[src/rtl/musa_pkg.sv]
// musa_pkg: stage encodings, opcode constants and opcode classes for the MUSA stage sequencer.
package musa_pkg;
  typedef enum logic [2:0] {
    ST_IF   = 3'b000,
    ST_ID   = 3'b001,
    ST_EX   = 3'b010,
    ST_MEM  = 3'b011,
    ST_WB   = 3'b100,
    ST_HALT = 3'b101,
    ST_IDLE = 3'b110
  } stage_e;
  typedef enum logic [2:0] {CLS_ALU, CLS_LOAD, CLS_STORE, CLS_JMP, CLS_STK, CLS_NOP, CLS_HALT} cls_e;
  localparam logic [5:0] OP_RTYPE = 6'b000000;
  localparam logic [5:0] OP_NOP   = 6'b000001;
  localparam logic [5:0] OP_HALT  = 6'b000010;
  localparam logic [5:0] OP_CALL  = 6'b000011;
  localparam logic [5:0] OP_RET   = 6'b000111;
  localparam logic [5:0] OP_ADDI  = 6'b001000;
  localparam logic [5:0] OP_JPC   = 6'b001001;
  localparam logic [5:0] OP_ANDI  = 6'b001100;
  localparam logic [5:0] OP_ORI   = 6'b001101;
  localparam logic [5:0] OP_SUBI  = 6'b001110;
  localparam logic [5:0] OP_JR    = 6'b010000;
  localparam logic [5:0] OP_BRFL  = 6'b010001;
  localparam logic [5:0] OP_LW    = 6'b100011;
  localparam logic [5:0] OP_SW    = 6'b101011;
endpackage

[src/rtl/musa_stage_sequencer_if.sv]
// musa_stage_sequencer_if: instruction/data memory handshake between sequencer and memories.
interface musa_stage_sequencer_if;
  logic imem_req;
  logic imem_ack;
  logic dmem_req;
  logic dmem_we;
  logic dmem_ack;
  modport master (output imem_req, dmem_req, dmem_we, input imem_ack, dmem_ack);
  modport slave (input imem_req, dmem_req, dmem_we, output imem_ack, dmem_ack);
endinterface

[src/rtl/musa_op_class.sv]
// musa_op_class: combinational opcode -> class decode with undefined-opcode flag.
module musa_op_class
  import musa_pkg::*;
(
  input  logic [5:0] opcode,
  output cls_e       cls,
  output logic       illegal
);
  always_comb begin
    cls = CLS_NOP;
    illegal = 1'b0;
    case (opcode)
      OP_RTYPE, OP_ADDI, OP_ANDI, OP_ORI, OP_SUBI: cls = CLS_ALU;
      OP_LW: cls = CLS_LOAD;
      OP_SW: cls = CLS_STORE;
      OP_JPC, OP_JR, OP_BRFL: cls = CLS_JMP;
      OP_CALL, OP_RET: cls = CLS_STK;
      OP_NOP: cls = CLS_NOP;
      OP_HALT: cls = CLS_HALT;
      default: illegal = 1'b1;
    endcase
  end
endmodule

[src/rtl/musa_stage_sequencer.sv]
// musa_stage_sequencer: steps each instruction through IF/ID/EX/MEM/WB per opcode class, issuing datapath strobes.
module musa_stage_sequencer
  import musa_pkg::*;
#(
  parameter int CNT_W = 32
) (
  input  logic                       clk,
  input  logic                       rst_n,
  input  logic                       run,
  input  logic [5:0]                 opcode,
  input  logic                       alu_busy,
  musa_stage_sequencer_if.master     mem,
  output logic [2:0]                 stage,
  output logic                       ir_we,
  output logic                       pc_we,
  output logic                       pc_sel,
  output logic                       rf_we,
  output logic                       instr_done,
  output logic                       illegal,
  output logic                       halted,
  output logic [CNT_W-1:0]           retired
);
  logic [1:0] rst_sync_q, rst_sync_d;
  stage_e state_q, state_d, next_st;
  logic [5:0] op_q, op_d, op_sel;
  logic [CNT_W-1:0] retired_q, retired_d;
  cls_e cls;
  logic bad, ex_go, mem_go, jump, ls;
  // Opcode is only valid from ID on; afterwards the latched copy drives the class.
  assign op_sel = (state_q == ST_ID) ? opcode : op_q;
  musa_op_class u_op_class (.opcode(op_sel), .cls(cls), .illegal(bad));
  always_comb begin
    rst_sync_d = {rst_sync_q[0], 1'b1};
    ex_go = state_q == ST_EX && !alu_busy;
    mem_go = state_q == ST_MEM && mem.dmem_ack;
    jump = ex_go && (cls == CLS_JMP || cls == CLS_STK);
    ls = cls == CLS_LOAD || cls == CLS_STORE;
    instr_done = (state_q == ST_ID && (cls == CLS_NOP || cls == CLS_HALT)) || jump
                 || (mem_go && cls == CLS_STORE) || state_q == ST_WB;
    next_st = run ? ST_IF : ST_IDLE;
    state_d = state_q;
    case (state_q)
      ST_IDLE: state_d = run ? ST_IF : ST_IDLE;
      ST_IF:   state_d = mem.imem_ack ? ST_ID : ST_IF;
      ST_ID:   state_d = cls == CLS_HALT ? ST_HALT : instr_done ? next_st : ST_EX;
      ST_EX:   state_d = alu_busy ? ST_EX : cls == CLS_ALU ? ST_WB : ls ? ST_MEM : next_st;
      ST_MEM:  state_d = !mem.dmem_ack ? ST_MEM : cls == CLS_LOAD ? ST_WB : next_st;
      ST_WB:   state_d = next_st;
      default: state_d = state_q;
    endcase
    op_d = op_sel;
    retired_d = retired_q + CNT_W'(instr_done);
    // Release from reset is held off until the synchroniser has seen rst_n high for two edges.
    if (!rst_sync_q[1]) begin
      state_d = ST_IDLE;
      op_d = '0;
      retired_d = '0;
    end
  end
  always_ff @(posedge clk or negedge rst_n) begin
    if (!rst_n) begin
      rst_sync_q <= '0;
      state_q <= ST_IDLE;
      op_q <= '0;
      retired_q <= '0;
    end else begin
      rst_sync_q <= rst_sync_d;
      state_q <= state_d;
      op_q <= op_d;
      retired_q <= retired_d;
    end
  end
  assign stage = state_q;
  assign mem.imem_req = state_q == ST_IF;
  assign ir_we = state_q == ST_IF && mem.imem_ack;
  assign pc_we = ir_we || jump;
  assign pc_sel = jump;
  assign mem.dmem_req = state_q == ST_MEM;
  assign mem.dmem_we = state_q == ST_MEM && cls == CLS_STORE;
  assign rf_we = state_q == ST_WB;
  assign illegal = state_q == ST_ID && bad;
  assign halted = state_q == ST_HALT;
  assign retired = retired_q;
endmodule
[src/flat_wrapper.sv]
// flat-port wrapper written by rule: the top's interface ports become plain ports
module musa_stage_sequencer_flat import musa_pkg::*;
#(
  parameter int CNT_W = 32
)
  (clk, rst_n, run, opcode, alu_busy, stage, ir_we, pc_we, pc_sel, rf_we, instr_done, illegal, halted, retired, mem_imem_req, mem_dmem_req, mem_dmem_we, mem_imem_ack, mem_dmem_ack);
  musa_stage_sequencer_if mem_i ();
  input  logic clk;
  input  logic rst_n;
  input  logic run;
  input  logic [5:0] opcode;
  input  logic alu_busy;
  output logic [2:0] stage;
  output logic ir_we;
  output logic pc_we;
  output logic pc_sel;
  output logic rf_we;
  output logic instr_done;
  output logic illegal;
  output logic halted;
  output logic [CNT_W-1:0] retired;
  output wire logic [$bits(mem_i.imem_req)-1:0] mem_imem_req;
  output wire logic [$bits(mem_i.dmem_req)-1:0] mem_dmem_req;
  output wire logic [$bits(mem_i.dmem_we)-1:0] mem_dmem_we;
  input wire logic [$bits(mem_i.imem_ack)-1:0] mem_imem_ack;
  input wire logic [$bits(mem_i.dmem_ack)-1:0] mem_dmem_ack;
  assign mem_imem_req = mem_i.imem_req;
  assign mem_dmem_req = mem_i.dmem_req;
  assign mem_dmem_we = mem_i.dmem_we;
  assign mem_i.imem_ack = mem_imem_ack;
  assign mem_i.dmem_ack = mem_dmem_ack;
  musa_stage_sequencer #(.CNT_W(CNT_W)) u_core (.clk(clk), .rst_n(rst_n), .run(run), .opcode(opcode), .alu_busy(alu_busy), .mem(mem_i), .stage(stage), .ir_we(ir_we), .pc_we(pc_we), .pc_sel(pc_sel), .rf_we(rf_we), .instr_done(instr_done), .illegal(illegal), .halted(halted), .retired(retired));
endmodule
[config.mk]
export PLATFORM = sky130hd
export DESIGN_NAME = musa_stage_sequencer_flat
export DESIGN_NICKNAME = d
export VERILOG_FILES = /design/src/rtl/musa_pkg.sv /design/src/rtl/musa_stage_sequencer_if.sv /design/src/rtl/musa_op_class.sv /design/src/rtl/musa_stage_sequencer.sv /design/src/flat_wrapper.sv
export SDC_FILE = /design/constraint.sdc
export NUM_CORES = 1
export LEC_CHECK = 0
export BUFFER_PORTS_ARGS = -buffer_cell sky130_fd_sc_hd__buf_2
export CAP_MARGIN = 0
export CORE_ASPECT_RATIO = 0.75
export CORE_MARGIN = 2
export CORE_UTILIZATION = 54
export CTS_CLUSTER_SIZE = 30
export DETAILED_ROUTE_END_ITERATION = 10
export PLACE_DENSITY_LB_ADDON = 0.15
export REMOVE_ABC_BUFFERS = 1
export SKIP_LAST_GASP = 1
export SLEW_MARGIN = 40
export SYNTH_ARGS = -nofsm -noshare
export SYNTH_HDL_FRONTEND = slang
export SYNTH_SLANG_ARGS = --single-unit
[constraint.sdc]
create_clock -name clk -period 4.5 [get_ports clk]
set_input_delay 0.225 -clock clk [delete_from_list [all_inputs] [get_ports clk]]
set_output_delay 0.225 -clock clk [all_outputs]
set_load 0.005 [all_outputs]
==> metrics.md <==
| Metric | Value |
|---|---|
| Status | finished, final reports clean |
| Setup bufs post-CTS | 0 |
| Endpoints failing hold | 0 |
| Area grow syn2layout | 15.7% |
| Full die area | roughly 5400 um^2 |
| Sink Count | 43 |
| Logic pwr share | 8.7% |
| Yosys warns | 0 |
| Sequential fraction of the synthesis area | about two fifths |
| Gate Count Post-Synth | between 200 and 300 |
| Critical Path Sink Type | register |
| Placed cell count | slightly below 400 |
| Register bit total from synthesis | 43 |
| Post-layout worst setup margin | about 0.37 ns |
| Cell Area, Placed | 2880 um^2 |
| Clock latency on the worst-skew pair | slightly below 0.3 ns |
| Starting density of the core | roughly 57% |
| Min Tclk post-route | just over 4 ns |
| Clk buf depth | 2 |
| Via count | 2233 |
| Filler cells | slightly above 400 |
| Clock skew | 0.00662 ns |
| Gpl congestion | ~0.96 |
| Slowest-stage cell, CP | or3b_1 |
| Fmax | about 0.24 GHz |
| Finished Layout Cells | between 300 and 400 |
| WL per Instance | ~14 um |
| CP max stage delay | between 0.5 and 0.6 ns |
| Synth area leader | dfrtp_1 |
| Sequential share of power | between 50% and 60% |
| EDFF count, synth | 0 |
| DRC Markers | 0 |
| Relative slew margins | between 60% and 70% |
| Antenna violations before repair | 0 |
| Top post-synthesis cells by area | dfrtp_1, xnor2_1, and2_1 |
| Routed WL | roughly 5700 um |
| Crit-path max FO | 10 |
| Commonest non-fill, non-tap cell in the layout | buf_2 |
| Period utilisation layout | between 90% and 100% |
| P_int | between 500 and 600 uW |
| Crit start category | register |
| Vias in the first global route | ~2000 |
| Worst-path clk slew | 0.08 ns |
| CTS tree | done |
| CP required | 4.68 ns |
| Clk pwr share | approximately 36% |
| Aggregate negative setup slack | 0 ns |
| Std-Cell Rows | 21 |
| Vias per cell | 5.60 |
| Final setup vio count | 0 |
| Die height | between 60 and 70 um |
| Share of cells above drive strength 1 | roughly 21% |
| DRT iter0 DRCs | 168 |
| Share of the synthesized area in the top cell type | between 30% and 40% |
| Synth cell types | 50 |
| Most frequent cells in the layout | buf_2, dfrtp_1, nand2_1, and2_1, xnor2_1 |
| Mapped Area | roughly 2600 um^2 |
| R2R cell count | 13 |
| # diodes | 0 |
| Peak supply drop | between 200 and 250 uV |
| Num CTS Buffers | 5 |
| Total gr overflow | 0 |
| P_sw | approximately 170 uW |
| Overall power | between 700 and 800 uW |
| Sw frac | a little under a quarter |
| Final max-slew violation count | 0 |
| Pwr dens | between 200 and 250 nW/um^2 |
| Hold Path Class | in -> reg |
| Avg Inst Size Synth | about 8.9 um^2 |
| Slew @ Worst Pin | 0.575 ns |
| Core area | 4550 um^2 |
| GRT Total Usage | 22.0% |
| H-tree Lvls | 2 |
| Worst Path Arrival | roughly 4.3 ns |
| Place WS | roughly 0.27 ns |
| Asr flop ratio synth | 100% |
| Setup Crit Path Kind | reg -> reg |
| Crit-path cells | or3b_1 -> or3_1 -> a21oi_2 -> or4_1 -> or3b_1 -> nand3_1 -> ha_1 -> and4_1 -> nand4_1 -> nor4_4 -> nand4_1 -> xnor2_1 -> and2_1 |
| Die X | ~84 um |
| DPL Wire Length | roughly 4200 um |
| Root buf cell | clkbuf_8 |
| Hold path cells | 3 |
| Post-synth top flop | dfrtp_1 |
| Largest net degree at the start of global routing | 44 |
| Design area | between 3000 and 4000 um^2 |
| Leak pwr | approximately 0.0015 uW |
| RSZ-0062 raised after global routing | no |
| Io pins | 57 |
| Max Cap Viol | 0 |
| Port buffer count | 56 |
| 1st-pass router iterations | 4 |
| Nets | approximately 360 |
| Number of routed nets with antenna violations | 0 |
| Global-route wire length before repair | 9590 um |
power by group through the flow:
| stage | Combinational (uW) | Clock (uW) | Sequential [uW] |
|---|---|---|---|
| after global routing | 72.2 | 283 | 404 |
| after floorplan | 27.8 | 0 | 409 |
| after global placement | 62.5 | 0 | 409 |
| after detailed placement | 62.9 | 0 | 410 |
| after CTS | 63.7 | 266 | 402 |
| final | 63.5 | 261 | 402 |
kinds of logic after synthesis:
family,synth area share [%]
compound gates,10.0
flops,41.6
mux,1.59
fa+ha+maj,0.965
xor+xnor,10.5
buf+inv,4.58
other cells,0.145
simple gates,30.6
critical path, delay by kind of cell (launching register included):
kind | cells | cell delay (ns)
fa+ha+maj | 1 | 0.20
flops | 1 | 0.50
compound gates | 1 | 0.13
xor+xnor | 1 | 0.15
simple gates | 10 | 3.04
layout make-up:
cell class,instances,area (um^2),area share (%)
Clock buffer,8,100,3.34
Inverter,10,37.5,1.25
Multi-Input combinational cell,222,1410,46.8
Sequential cell,43,1080,35.9
Tap cell,57,71.3,2.38
Timing Repair Buffer,59,308,10.3
sequential cells by signal, indices dropped and copies added, names as in the netlist:
signal,flops
u_core.retired,32
u_core.op_q,6
u_core.stage,3
u_core.rst_sync_q,2
per-stage QoR:
stage / hold slack, ns / util, %
5_1_grt: 0.265 / 66.0
4_1_cts: 0.247 / 65.8
3_3_place_gp: 0.334 / 63.3
2_1_floorplan: -0.0706 / -
3_5_place_dp: 0.243 / 63.4
6_report: 0.251 / 66.0
path summary, 6_finish.rpt:
path,startpoint,slack (ns),endpoint
hold / removal,opcode[4],0.25,u_core.op_q[4]
setup / recovery,u_core.stage[0],0.37,u_core.retired[31]
max in group asynchronous,rst_n,3.67,u_core.stage[2]
setup reg to reg,u_core.stage[0],0.37,u_core.retired[31]
min in group asynchronous,rst_n,0.46,u_core.retired[1]
hold reg to reg,u_core.rst_sync_q[0],0.37,u_core.rst_sync_q[1]
Yosys cell counts, drive strengths merged, types with 5 or more instances:
master / n
nand4: 5
a21boi: 5
nand3: 19
xor2: 9
buf: 6
and2: 27
a21oi: 5
dfrtp: 41
nor3b: 5
o21ai: 6
nor2: 18
nor3: 9
nor2b: 8
nand2: 35
clkbuf: 9
inv: 10
xnor2: 22
nor4: 5
what timing repair did:
item | in CTS | in global routing
hold buffers | 1 | 0
hold endpoints to repair | 41 | 0
setup endpoints to repair | 0 | 1
gates resized for setup | 0 | 1
layer usage:
layer	GRT usage (%)	part of all wire, %	wire length [um]	vias up
met1	34.1	52	2990	1066
li1	-	-	-	1100
met3	4.78	5.9	339	4
met2	31.7	41	2350	63
met5	0	0	0	-
met4	4.23	0.58	33	0
(Power assumes the default switching activity.)
